==> src/rtl/sub_stream.sv <==
// rtl/sub_stream.sv - registered signed subtractor with a 2-entry valid/ready output buffer
//
// Purpose:
//   Computes diff = a - b on dim-bit two's-complement operands and reports signed overflow.
//   Each accepted operation is stored in a 2-entry in-order buffer. Downstream backpressure
//   stalls the input side and never drops a result. ovf_cnt counts accepted operations that
//   overflowed and saturates at all-ones.
//
// Configuration macro:
//   SUB_STREAM_SATURATE_EN - when defined, an overflowing result clamps to +max or -min.
//                            Without it the result wraps to the low dim bits.
//
// Ports:
//   clk        in   1      rising-edge clock
//   rst        in   1      synchronous reset, active-high
//   in_valid   in   1      a/b valid this cycle
//   in_ready   out  1      block can accept a/b this cycle (buffer not full)
//   a          in   dim    minuend, signed
//   b          in   dim    subtrahend, signed
//   out_valid  out  1      head of buffer valid
//   out_ready  in   1      downstream consumes head this cycle
//   diff       out  dim    result at head, signed
//   ovf        out  1      signed overflow of the result at head
//   ovf_cnt    out  cnt_w  saturating count of accepted operations that overflowed
//   ovf_clr    in   1      synchronous clear of ovf_cnt (wins over an increment)
module sub_stream #(
  parameter int dim   = 14,
  parameter int cnt_w = 16
) (
  input  logic             clk,
  input  logic             rst,
  input  logic             in_valid,
  output logic             in_ready,
  input  logic [dim-1:0]   a,
  input  logic [dim-1:0]   b,
  output logic             out_valid,
  input  logic             out_ready,
  output logic [dim-1:0]   diff,
  output logic             ovf,
  output logic [cnt_w-1:0] ovf_cnt,
  input  logic             ovf_clr
);

  // One extra bit makes the difference exact; overflow shows up as the top two bits disagreeing.
  logic [dim:0]   fulldiff;
  logic           new_ovf;
  logic [dim-1:0] new_diff;

  assign fulldiff = {a[dim-1], a} - {b[dim-1], b};
  assign new_ovf  = fulldiff[dim] ^ fulldiff[dim-1];

`ifdef SUB_STREAM_SATURATE_EN
  localparam logic [dim-1:0] SAT_MAX = {1'b0, {(dim-1){1'b1}}};
  localparam logic [dim-1:0] SAT_MIN = {1'b1, {(dim-1){1'b0}}};

  always_comb begin
    new_diff = fulldiff[dim-1:0];
    if (new_ovf) begin
      new_diff = fulldiff[dim] ? SAT_MIN : SAT_MAX;
    end
  end
`else
  always_comb begin
    new_diff = fulldiff[dim-1:0];
  end
`endif

  // The head entry drives the outputs directly. The tail entry is only used when two results are held.
  logic [1:0]       count_q,     count_d;
  logic [dim-1:0]   head_diff_q, head_diff_d;
  logic             head_ovf_q,  head_ovf_d;
  logic [dim-1:0]   tail_diff_q, tail_diff_d;
  logic             tail_ovf_q,  tail_ovf_d;
  logic [cnt_w-1:0] ovf_cnt_q,   ovf_cnt_d;

  logic accept;
  logic pop;

  // Both handshake signals come from registered state only, so out_ready never reaches in_ready.
  assign in_ready  = (count_q != 2'd2);
  assign out_valid = (count_q != 2'd0);
  assign diff      = head_diff_q;
  assign ovf       = head_ovf_q;
  assign ovf_cnt   = ovf_cnt_q;

  assign accept = in_valid && in_ready;
  assign pop    = out_valid && out_ready;

  always_comb begin
    count_d     = count_q;
    head_diff_d = head_diff_q;
    head_ovf_d  = head_ovf_q;
    tail_diff_d = tail_diff_q;
    tail_ovf_d  = tail_ovf_q;

    if (accept && !pop) begin
      count_d = count_q + 2'd1;
      if (count_q == 2'd0) begin
        head_diff_d = new_diff;
        head_ovf_d  = new_ovf;
      end else begin
        tail_diff_d = new_diff;
        tail_ovf_d  = new_ovf;
      end
    end else if (pop && !accept) begin
      count_d     = count_q - 2'd1;
      head_diff_d = tail_diff_q;
      head_ovf_d  = tail_ovf_q;
    end else if (pop && accept) begin
      // Accepting requires count < 2 and popping requires count > 0, so count is 1 here.
      // The new result replaces the head directly.
      head_diff_d = new_diff;
      head_ovf_d  = new_ovf;
    end
  end

  always_comb begin
    ovf_cnt_d = ovf_cnt_q;
    if (ovf_clr) begin
      ovf_cnt_d = '0;
    end else if (accept && new_ovf && !(&ovf_cnt_q)) begin
      ovf_cnt_d = ovf_cnt_q + 1'b1;
    end
  end

  always_ff @(posedge clk) begin
    if (rst) begin
      count_q     <= 2'd0;
      head_diff_q <= '0;
      head_ovf_q  <= 1'b0;
      tail_diff_q <= '0;
      tail_ovf_q  <= 1'b0;
      ovf_cnt_q   <= '0;
    end else begin
      count_q     <= count_d;
      head_diff_q <= head_diff_d;
      head_ovf_q  <= head_ovf_d;
      tail_diff_q <= tail_diff_d;
      tail_ovf_q  <= tail_ovf_d;
      ovf_cnt_q   <= ovf_cnt_d;
    end
  end

endmodule
==> config.mk <==
export PLATFORM = sky130hd
export DESIGN_NAME = sub_stream
export DESIGN_NICKNAME = d
export VERILOG_FILES = /design/src/rtl/sub_stream.sv
export SDC_FILE = /design/constraint.sdc
export NUM_CORES = 1
export LEC_CHECK = 0
export CAP_MARGIN = 40
export CORE_AREA = 2 2 78 88
export CTS_CLUSTER_SIZE = 24
export DETAILED_ROUTE_END_ITERATION = 8
export DIE_AREA = 0 0 80 90
export PLACE_DENSITY = 0.72
export RECOVER_POWER = 100
export SLEW_MARGIN = 20
export SYNTH_ARGS = -nofsm -noshare
export SYNTH_HDL_FRONTEND = slang
export SYNTH_SLANG_ARGS = --single-unit
==> constraint.sdc <==
create_clock -name clk -period 3.7 [get_ports clk]
set_input_delay 0.74 -clock clk [delete_from_list [all_inputs] [get_ports clk]]
set_output_delay 0.74 -clock clk [all_outputs]
set_load 0.005 [all_outputs]
# Word-level counts from Yosys, hierarchy flattened
# Cells that the tools add are included.
# totals
regBits	48
out_inout_bits	33
elab_cells	42
# classes
add_sub_neg	4
n_eq_ne	2
n_mux	10
bitwise_logic	2
reduce_logical	18
# op_table
op	count
14-bit two-way mux	4
16-bit by 1-bit adder with 16-bit output (second input constant)	1
16-bit AND reduction	1
14-bit by 14-bit subtractor with 15-bit output	1
1-bit logical AND	7
1-bit two-way mux	4
2-bit two-way mux	2
2-bit AND reduction	2
2-bit nonzero test	2
1-bit logical NOT	3
3-bit nonzero test	1
2-bit by 1-bit adder with 2-bit output (second input constant)	1
2-bit logical NOT	1
2-bit by 1-bit != test with 1-bit output (second input constant)	1
2-bit != test (second input constant)	1
2-bit OR reduction	1
2-bit by 1-bit subtractor with 2-bit output (second input constant)	1
1-bit NOT	1
1-bit bitwise XOR	1

# Depth between registers and ports, before layout
# Gate-level depths: netlist of the first run.
# logic_depth
word_depth	6
ltp_mapped	13

# Worst setup path before layout of the first run
# OpenSTA, ideal clock, no wires.
# synth_path
path_type	input to register
from	in a[0]
to	reg ovf_cnt_q[7], in the netlist ovf_cnt[7]
setup_time_ps	70
t_arrival_ps	2915
path_slack_ps	714
stages	13
cell_sequence	inv_1 -> ha_1 -> inv_1 -> fa_1 -> a211oi_1 -> o21ai_0 -> o211a_1 -> a21oi_2 -> a2bb2oi_2 -> nand4_1 -> buf_2 -> or3_1 -> a21oi_1
# synth_via
elab_chain_cells	4
# synth_rtl
element	line	text
start: declaration	34	input logic [dim-1:0] a,
14-bit by 14-bit subtractor with 15-bit output	49	assign fulldiff = {a[dim-1], a} - {b[dim-1], b};
1-bit bitwise XOR	50	assign new_ovf = fulldiff[dim] ^ fulldiff[dim-1];
1-bit logical AND (2 in a row)	121	end else if (accept && new_ovf && !(&ovf_cnt_q)) begin
end signal: assignment	140	ovf_cnt_q <= ovf_cnt_d;
end: declaration	74	logic [cnt_w-1:0] ovf_cnt_q, ovf_cnt_d;
# Every way passes these cells.
# A chain may end at the register's enable or synchronous reset.

# Final worst setup path of the first run
# layout_path
from	in b[0]
to	reg ovf_cnt_q[3], in the netlist ovf_cnt[3]
# layout_via
elab_chain_cells	4
# layout_rtl
element	line	text
start: declaration	35	input logic [dim-1:0] b,
14-bit by 14-bit subtractor with 15-bit output	49	
1-bit bitwise XOR	50	
1-bit logical AND (2 in a row)	121	
# Every way passes these cells.

==> results_dict.tcl, run 1 <==
set metrics [dict create \
    status "finished clean" \
    cpLargestDelayFamily "compound AO/OA/AOI/OAI gates" \
    endpoint_kind "flop" \
    cp.required_ns 3.92 \
    crit_buf_inv 3 \
    worst_slew_pin_slew_ns 0.803 \
    die_h_um 90 \
    yosys_register_bits 48 \
    num-fill-cells 618 \
    num_antenna_cells 0 \
    viasPerCell 5.29 \
    seqCellArea_um2 961 \
    grt_max_degree 23 \
    synth.avg_cell_area_um2 7.54 \
    post-route-min-period_ns 3.47 \
    synth.distinct_cells 39 \
    cts_buffers 5 \
    cp_max_fo 12 \
    syn-num-nets 419 \
    multi_input_comb_area_um2 1670 \
    dpl-instance-area_um2 3510 \
    path_clk_slew_ns 0.08 \
    final_hold_viol_count 0 \
    ys_seq_area_share_pct 34.6 \
    grt_use_total_pct 17.7 \
    slew_headroom_pct 46.5 \
    dieArea_um2 7200 \
    start_util_pct 43.6 \
    htree_levels 2 \
    rsz0062_at_grt "no" \
    ant_nets 0 \
    wl_mm 6.31 \
    synthToLayoutAreaGrowth_pct 30.6 \
    clk_latency_ns 0.30 \
    maxCapViolations 0 \
    gp_congestion 0.892 \
    synthFlopType "dfxtp_1" \
    crit_chain "clkdlybuf4s50_1, ha_1, inv_1, fa_1, a211oi_1, o21ai_0, o211a_1, a21oi_1, a2bb2oi_2, nand4_1, clkbuf_2, or3_1, a21oi_1" \
    slowest_stage "clkdlybuf4s50_1" \
    fmax_mhz 288 \
    pre_cts_ws_ns -0.164 \
    layout_commonest_cell "nand2_1" \
    antenna_found_initial 0 \
    drtPass1Iterations 4 \
    dp_hpwl_mm 4.80 \
    setup_viol 0 \
    irDropWorstVdd_mv 0.204 \
    core_area_um2 6360 \
    skew_ns 0.00705 \
    postSynthCellCount 368 \
    layout_setup_ws_ns 0.233 \
    fin_crit_sh_pct 93.7 \
    clockRootBuffer "clkbuf_8" \
    wl_met3_um 281 \
    io_buffers 65 \
    crit_type "input port to flop" \
    highest_layer "met4" \
    leakagePower_nw 1.49 \
    vias 2726 \
    grt_pass1_vias 2493 \
    start_kind "input port" \
    wire_per_inst_um 12.2 \
    clockBufferDepth 2 \
    p_per_area_nw_per_um2 473 \
    routedLengthMet1_mm 2.80 \
    arrival_ns 3.69 \
    fp.dieW_um 80 \
    cts_tree "yes" \
    maxSlewViolCount 0 \
    cp_common_cell "a21oi_1" \
    post_cts_resized 0 \
    fin_nets 483 \
    synth-edff-count 0 \
    wl_met2_mm 3.15 \
    io_pins 66 \
    stdcell_area_um2 3620 \
    worstHoldPathType "flop to flop" \
    drt_iter0_markers 71 \
    grt_pass1_wl_mm 10.6 \
    remaining_drc_errors 0 \
    async_reset_ff_share_pct 0 \
    cpPeakStageDelay_ns 0.46 \
    final_cell_mix "nand2_1, dfxtp_1, a21oi_1" \
    yosys_warnings 0 \
    layout-drive-gt1-share_pct 3.93 \
    clock_sinks 48 \
    fp-row-count 31 \
    synthesis.area_um2 2770 \
    overflow 0 \
]
-- tightest hold or removal path: cells and delay by family, from the launching register on --
| kind | cells | cell delay [ns] |
|---|---|---|
| simple gates | 1 | 0.05 |
| compound gates | 1 | 0.05 |
| flops | 1 | 0.32 |
-- kinds of logic after synthesis --
family | share of synthesized area (%)
AND/OR/NAND/NOR | 24.0
AO/OA/AOI/OAI | 21.4
flip-flops | 34.6
buffers and inverters | 4.96
adder cells (fa/ha/maj) | 8.39
XOR/XNOR | 4.42
multiplexers | 2.21
-- sequential cells by signal, indices dropped and copies added, names as in the netlist --
signal	flops
diff	14
tail_ovf_q	1
count_q	2
ovf	1
ovf_cnt	16
tail_diff_q	14
-- repair_timing --
action                     4_1_cts  5_1_grt
hold endpoints to repair         0        0
setup buffers                    0        2
hold buffers                     0        0
setup endpoints to repair        0        6
-- through the flow --
step | cells | hold WS, ns | total power (W) | setup TNS, ns | utilization, %
floorplan | 368 | 0.437 | 0.00110 | 0 | -
global placement | 504 | 0.442 | 0.00135 | -0.000852 | 55.0
detailed placement | 505 | 0.451 | 0.00139 | -0.706 | 55.2
CTS | 513 | 0.464 | 0.00176 | 0 | 57.0
global route | 515 | 0.482 | 0.00184 | 0 | 56.9
finish | 515 | 0.463 | 0.00171 | 0 | 56.9
-- power by group --
part | switching (W) | internal, W
sequential | 0.0000584 | 0.000619
clock | 0.000175 | 0.000200
combinational | 0.000353 | 0.000308
total | 0.000587 | 0.00113
-- path summary, 6_finish.rpt --
path | to | cells past startpoint | slack [ns] | startpoint
setup / recovery | ovf_cnt[3]$_SDFFE_PP0P_ | 13 | 0.23 | b[0]
hold / removal | tail_diff_q[11]$_SDFFE_PP0P_ | 2 | 0.46 | tail_diff_q[11]$_SDFFE_PP0P_
setup reg to reg | diff[2]$_SDFFE_PP0P_ | 9 | 1.38 | count_q[0]$_SDFFE_PP0P_
hold reg to reg | tail_diff_q[11]$_SDFFE_PP0P_ | 2 | 0.46 | tail_diff_q[11]$_SDFFE_PP0P_
-- synth_stat cells (2+ instances only) --
| library cell | n | area share, % |
|---|---|---|
| nand2_1 | 69 | 9.3 |
| dfxtp_1 | 48 | 35 |
| a21oi_1 | 38 | 6.9 |
| nor2_1 | 35 | 4.7 |
| o21ai_0 | 24 | 4.3 |
| inv_1 | 21 | 2.8 |
| ha_1 | 17 | 7.7 |
| or3_1 | 14 | 3.2 |
| clkbuf_1 | 13 | 1.8 |
| a311oi_1 | 12 | 3.8 |
| nand3_1 | 12 | 2.2 |
| xor2_1 | 10 | 3.2 |
| and3_1 | 6 | 1.4 |
| mux2i_1 | 5 | 1.8 |
| o21a_1 | 4 | 1.1 |
| xnor2_1 | 4 | 1.3 |
| a211oi_1 | 3 | 0.81 |
| nor2b_1 | 3 | 0.68 |
| a31oi_1 | 2 | 0.45 |
| and2_1 | 2 | 0.45 |
| buf_2 | 2 | 0.36 |
| nand2b_1 | 2 | 0.45 |
| nand4_1 | 2 | 0.45 |
| nor4_1 | 2 | 0.45 |
| o211ai_1 | 2 | 0.54 |
| o31a_1 | 2 | 0.63 |
| or2_2 | 2 | 0.45 |
-- final cells by class --
cell class | instances | area share (%)
clock buffers | 5 | 1.90
flip-flops and latches | 48 | 26.5
well taps | 82 | 2.83
multi-input cells | 284 | 46.1
clock inverters | 3 | 1.17
inverters | 21 | 2.18
repair buffers | 72 | 19.2
-- layer usage --
metal	track usage, %	vias up
met1	21.7	1245
met5	0	-
met4	5.37	0
met3	2.61	5
met2	31.5	71
li1	-	1405
Power figures use the tool's default switching activity.
==> run 2: changes to the inputs <==
REMOVE_ABC_BUFFERS = 1   (was not set)
==> results_dict.tcl, run 2 (same netlist as run 1, synthesis figures left out) <==
set metrics [dict create \
    start_util_pct 43.6 \
    clockBufferDepth 2 \
    fmax_mhz 293 \
    pre_cts_ws_ns -0.00248 \
    cp.required_ns 3.93 \
    setup_viol 0 \
    whs_ns 0.459 \
    leakagePower_nw 1.50 \
    irDropWorstVdd_mv 0.269 \
    fp-row-count 31 \
    crit_chain "clkdlybuf4s50_1, inv_1, ha_1, inv_1, fa_1, a211oi_1, o21ai_0, o211a_1, a21oi_2, a2bb2oi_2, nand4_1, clkbuf_2, or3_1, a21oi_1" \
    status "finished clean" \
    r2r_cells 8 \
    endpoint_kind "flop" \
    cts_tree "yes" \
    ant_nets 0 \
    ff2ff_setup_slack_ns 1.27 \
    skew_ns 0.00942 \
    clk_latency_ns 0.30 \
    wl_mm 6.62 \
    layout_commonest_cell "nand2_1" \
    path_clk_slew_ns 0.09 \
    slew_headroom_pct 42.6 \
    post_cts_resized 0 \
    post-route-min-period_ns 3.41 \
    die_h_um 90 \
    dieArea_um2 7200 \
    drtPass1Iterations 4 \
    arrival_ns 3.64 \
    ctsHoldBuffers 0 \
    final_hold_viol_count 0 \
    largest_reg_flops 16 \
    crit_buf_inv 4 \
    synthToLayoutAreaGrowth_pct 31.5 \
    maxCapViolations 0 \
    hold_depth 2 \
    viasPerCell 5.28 \
    fin_crit_sh_pct 92.1 \
    slowest_stage "clkdlybuf4s50_1" \
    overflow 0 \
    grt_pass1_vias 2579 \
    crit_type "input port to flop" \
    htree_levels 2 \
    cts_buffers 5 \
    cp_max_fo 12 \
    wire_per_inst_um 12.9 \
    hold_end "tail_diff_q[11]$_SDFFE_PP0P_" \
    dp_hpwl_mm 4.95 \
    r2r-start "count_q[0]$_SDFFE_PP0P_" \
    num_antenna_cells 0 \
    io_pins 66 \
    fp.dieW_um 80 \
    final_cell_mix "nand2_1, dfxtp_1, a21oi_1" \
    clock_sinks 48 \
    r2r_end "diff[2]$_SDFFE_PP0P_" \
    core_area_um2 6360 \
    fin_nets 482 \
    cts_setup_buffers 0 \
    grt_max_degree 22 \
    layout-drive-gt1-share_pct 4.17 \
    cpPeakStageDelay_ns 0.40 \
    cpLargestDelayFamily "compound AO/OA/AOI/OAI gates" \
    clockRootBuffer "clkbuf_8" \
    antenna_found_initial 0 \
    vias 2715 \
    gp_congestion 0.837 \
    maxSlewViolCount 0 \
    remaining_drc_errors 0 \
    worstHoldPathType "flop to flop" \
    start_kind "input port" \
    p_per_area_nw_per_um2 492 \
    io_buffers 65 \
    rsz0062_at_grt "no" \
    num-fill-cells 619 \
    cp_common_cell "inv_1" \
    grt_pass1_wl_mm 11.4 \
    worst_slew_pin_slew_ns 0.861 \
    holdCritStartpoint "tail_diff_q[11]$_SDFFE_PP0P_" \
    grt_use_total_pct 19.5 \
    drt_iter0_markers 129 \
    layout_setup_ws_ns 0.291 \
]
==> run 2: changes by cell type in the layout (fill, tap and decap cells not counted) <==
cell,delta
clkinv_2,-1
clkinvlp_4,-1
inv_6,+1
clkbuf_1,-1
a21oi_1,-1
bufinv_16,+1
dlygate4sd3_1,-2
clkdlybuf4s50_1,+2
a21oi_2,+1
==> run 2: how the worst max path moves through the flow <==
stage | startpoint | to | slack, ns | depth (start not counted)
floorplan | a[0] | ovf_cnt[7]$_SDFFE_PP0P_ | 0.70 | 12
global placement | b[0] | ovf_cnt[10]$_SDFFE_PP0P_ | 0.10 | 12
detailed placement | a[0] | ovf_cnt[4]$_SDFFE_PP0P_ | -0.002 | 13
CTS | a[0] | ovf_cnt[10]$_SDFFE_PP0P_ | 0.29 | 13
global route | b[0] | ovf_cnt[10]$_SDFFE_PP0P_ | 0.04 | 12
finish | a[0] | ovf_cnt[9]$_SDFFE_PP0P_ | 0.29 | 14
==> run 2: worst register-to-register path: stages, from the launching register on <==
cell      delay, ns
dfxtp_1        0.36
nand2b_1       0.16
and2_0         0.26
ha_1           0.31
nor2b_1        0.12
clkbuf_1       0.66
o21ai_0        0.20
mux2i_1        0.17
nor2_1         0.05
==> run 2: layer usage <==
layer | GRT usage, % | wire (µm) | vias up
li1 | - | - | 1404
met1 | 24.2 | 2840 | 1250
met2 | 34.4 | 3390 | 56
met3 | 4.52 | 336 | 5
met4 | 2.97 | 49 | 0
met5 | 0 | 0 | -
==> run 2: power by group <==
part | total, W | leakage (nW) | switching, W | internal, W
Clock | 0.000455 | 0.0687 | 0.000183 | 0.000272
Combinational | 0.000667 | 1.04 | 0.000357 | 0.000310
Sequential | 0.000672 | 0.392 | 0.0000534 | 0.000619
Total | 0.00179 | 1.50 | 0.000593 | 0.00120
==> run 2: layout make-up <==
class	count	area, µm²	share of cell area (%)
Multi-Input combinational cell	284	1680	45.9
Sequential cell	48	961	26.3
Timing Repair Buffer	71	693	19.0
Tap cell	82	103	2.81
Inverter	21	78.8	2.16
Clock buffer	5	68.8	1.89
Clock inverter	3	68.8	1.89
==> run 2: stage by stage <==
step	util, %	TNS, ns	total power [W]	cells	area (µm²)
3_3_place_gp	55.1	0	0.00136	505	3510
4_1_cts	57.5	0	0.00185	514	3660
6_report	57.4	0	0.00179	514	3650
5_1_grt	57.4	0	0.00194	514	3650
3_5_place_dp	55.4	-0.00248	0.00139	506	3520
2_1_floorplan	-	0	0.00108	353	2720
==> run 3: changes to the inputs <==
CORE_AREA = 2 2 82 84   (was 2 2 78 88)
DIE_AREA = 0 0 84 86   (was 0 0 80 90)
HOLD_SLACK_MARGIN = 0.05   (was not set)
MAX_ROUTING_LAYER = met4   (was not set)
==> results_dict.tcl, run 3 (same netlist as run 1, synthesis figures left out) <==
set metrics [dict create \
    status "finished clean" \
    start_kind "input port" \
    io_pins 66 \
    drt_iter0_markers 107 \
    p_comb_share_pct 40.9 \
    wire_per_inst_um 12.7 \
    cts_buffers 5 \
    layout_setup_ws_ns 0.324 \
    post-route-min-period_ns 3.38 \
    remaining_drc_errors 0 \
    rsz0062_at_grt "no" \
    final_cell_mix "nand2_1, dfxtp_1, a21oi_1" \
    dp_hpwl_mm 4.98 \
    viasPerCell 5.29 \
    num-fill-cells 605 \
    final_cells 507 \
    r2r_cells 8 \
    fin_crit_sh_pct 91.2 \
    slew_headroom_pct 40.8 \
    antenna_found_initial 0 \
    pre_cts_ws_ns -0.0635 \
    gp_congestion 0.872 \
    crit_type "input port to flop" \
    clockBufferDepth 2 \
    wl_mm 6.44 \
    p_sw_w 0.000577 \
    clk_latency_ns 0.30 \
    fp-row-count 29 \
    hold_depth 2 \
    layout_commonest_cell "nand2_1" \
    cp.required_ns 3.93 \
    clockRootBuffer "clkbuf_8" \
    fmax_mhz 296 \
    cellInternalPower_w 0.00106 \
    start_util_pct 44.2 \
    fp.dieW_um 84 \
    cts_tree "yes" \
    worst_slew_pin_slew_ns 0.888 \
    grt_use_total_pct 19.3 \
    ant_nets 0 \
    final_hold_viol_count 0 \
    maxCapViolations 0 \
    core_area_um2 6280 \
    htree_levels 2 \
    grt_max_degree 24 \
    layout-drive-gt1-share_pct 3.72 \
    grt_pass1_wl_mm 11.2 \
    overflow 0 \
    arrival_ns 3.61 \
    power_switching_share_pct 35.3 \
    skew_ns 0.00372 \
    worstHoldPathType "flop to flop" \
    dieArea_um2 7220 \
    cp_max_fo 12 \
    power_frac_seq_pct 41.2 \
    vias 2680 \
    largest_reg_flops 16 \
    p_per_area_nw_per_um2 456 \
    leakagePower_nw 1.47 \
    ctsHoldBuffers 0 \
    power.total_w 0.00163 \
    p_clk_share_pct 18.0 \
    irDropWorstVdd_mv 0.339 \
    endpoint_kind "flop" \
    grt_pass1_vias 2510 \
    setup_viol 0 \
    io_buffers 65 \
    whs_ns 0.459 \
    fin_nets 481 \
    path_clk_slew_ns 0.08 \
    drtPass1Iterations 4 \
    dp_cells 499 \
    die_h_um 86 \
    maxSlewViolCount 0 \
    clock_sinks 48 \
    num_antenna_cells 0 \
    synthToLayoutAreaGrowth_pct 29.0 \
]
## run 3: cell count changes in the layout (fill, tap and decap cells not counted), sizes merged
cell / previous run / this run
inv: 22 / 21
clkdlybuf4s50: 30 / 29
clkinv: 0 / 1
bufinv: 2 / 0
dlygate4sd3: 35 / 36
clkbuf: 8 / 9
buf: 3 / 2
## run 3: worst max-delay path: stages
cell             delay [ns]
clkdlybuf4s50_1        0.46
ha_1                   0.15
inv_1                  0.05
fa_1                   0.42
a211oi_1               0.25
o21ai_0                0.17
o211a_1                0.19
a21oi_2                0.14
a2bb2oi_2              0.25
nand4_1                0.12
clkbuf_2               0.19
or3_1                  0.32
a21oi_1                0.14
## run 3: repair_timing
action                     CTS  global route
setup endpoints to repair    0            10
gates resized for setup      0             1
buffers inserted             0             1
## run 3: worst paths after layout
kind / start / end / slack (ns)
max: b[0] / ovf_cnt[5]$_SDFFE_PP0P_ / 0.32
min: tail_diff_q[12]$_SDFFE_PP0P_ / tail_diff_q[12]$_SDFFE_PP0P_ / 0.46
max reg2reg: count_q[0]$_SDFFE_PP0P_ / diff[2]$_SDFFE_PP0P_ / 1.32
min reg2reg: tail_diff_q[12]$_SDFFE_PP0P_ / tail_diff_q[12]$_SDFFE_PP0P_ / 0.46
## run 3: through the flow
stage,cell area [µm²],utilization (%),TNS (ns)
after global routing,3580,57.0,0
final,3580,57.0,0
after detailed placement,3500,55.8,-0.326
after CTS,3580,57.0,0
after global placement,3480,55.5,0
after floorplan,2720,-,0
## run 3: layer usage
metal / vias to the layer above / track usage, % / share of wire [%]
met5: - / - / 0
met4: 0 / 5.57 / 1.2
li1: 1400 / - / -
met3: 6 / 3.08 / 3.9
met2: 55 / 34.0 / 49
met1: 1219 / 22.7 / 46
## run 3: power groups by stage
stage               Sequential [W]  Clock (W)  Combinational (W)
CTS                       0.000678   0.000303           0.000707
detailed placement        0.000689          0           0.000703
finish                    0.000673   0.000293           0.000667
floorplan                 0.000684          0           0.000395
global route              0.000688   0.000324           0.000750
global placement          0.000686          0           0.000671
## run 3: cell type report
cell class | instances | area [µm²] | share of cell area [%]
flip-flops and latches | 48 | 961 | 26.8
clock inverters | 1 | 5.00 | 0.140
inverters | 21 | 78.8 | 2.20
repair buffers | 70 | 686 | 19.2
clock buffers | 6 | 72.6 | 2.03
multi-input cells | 284 | 1680 | 46.9
well taps | 77 | 96.3 | 2.69
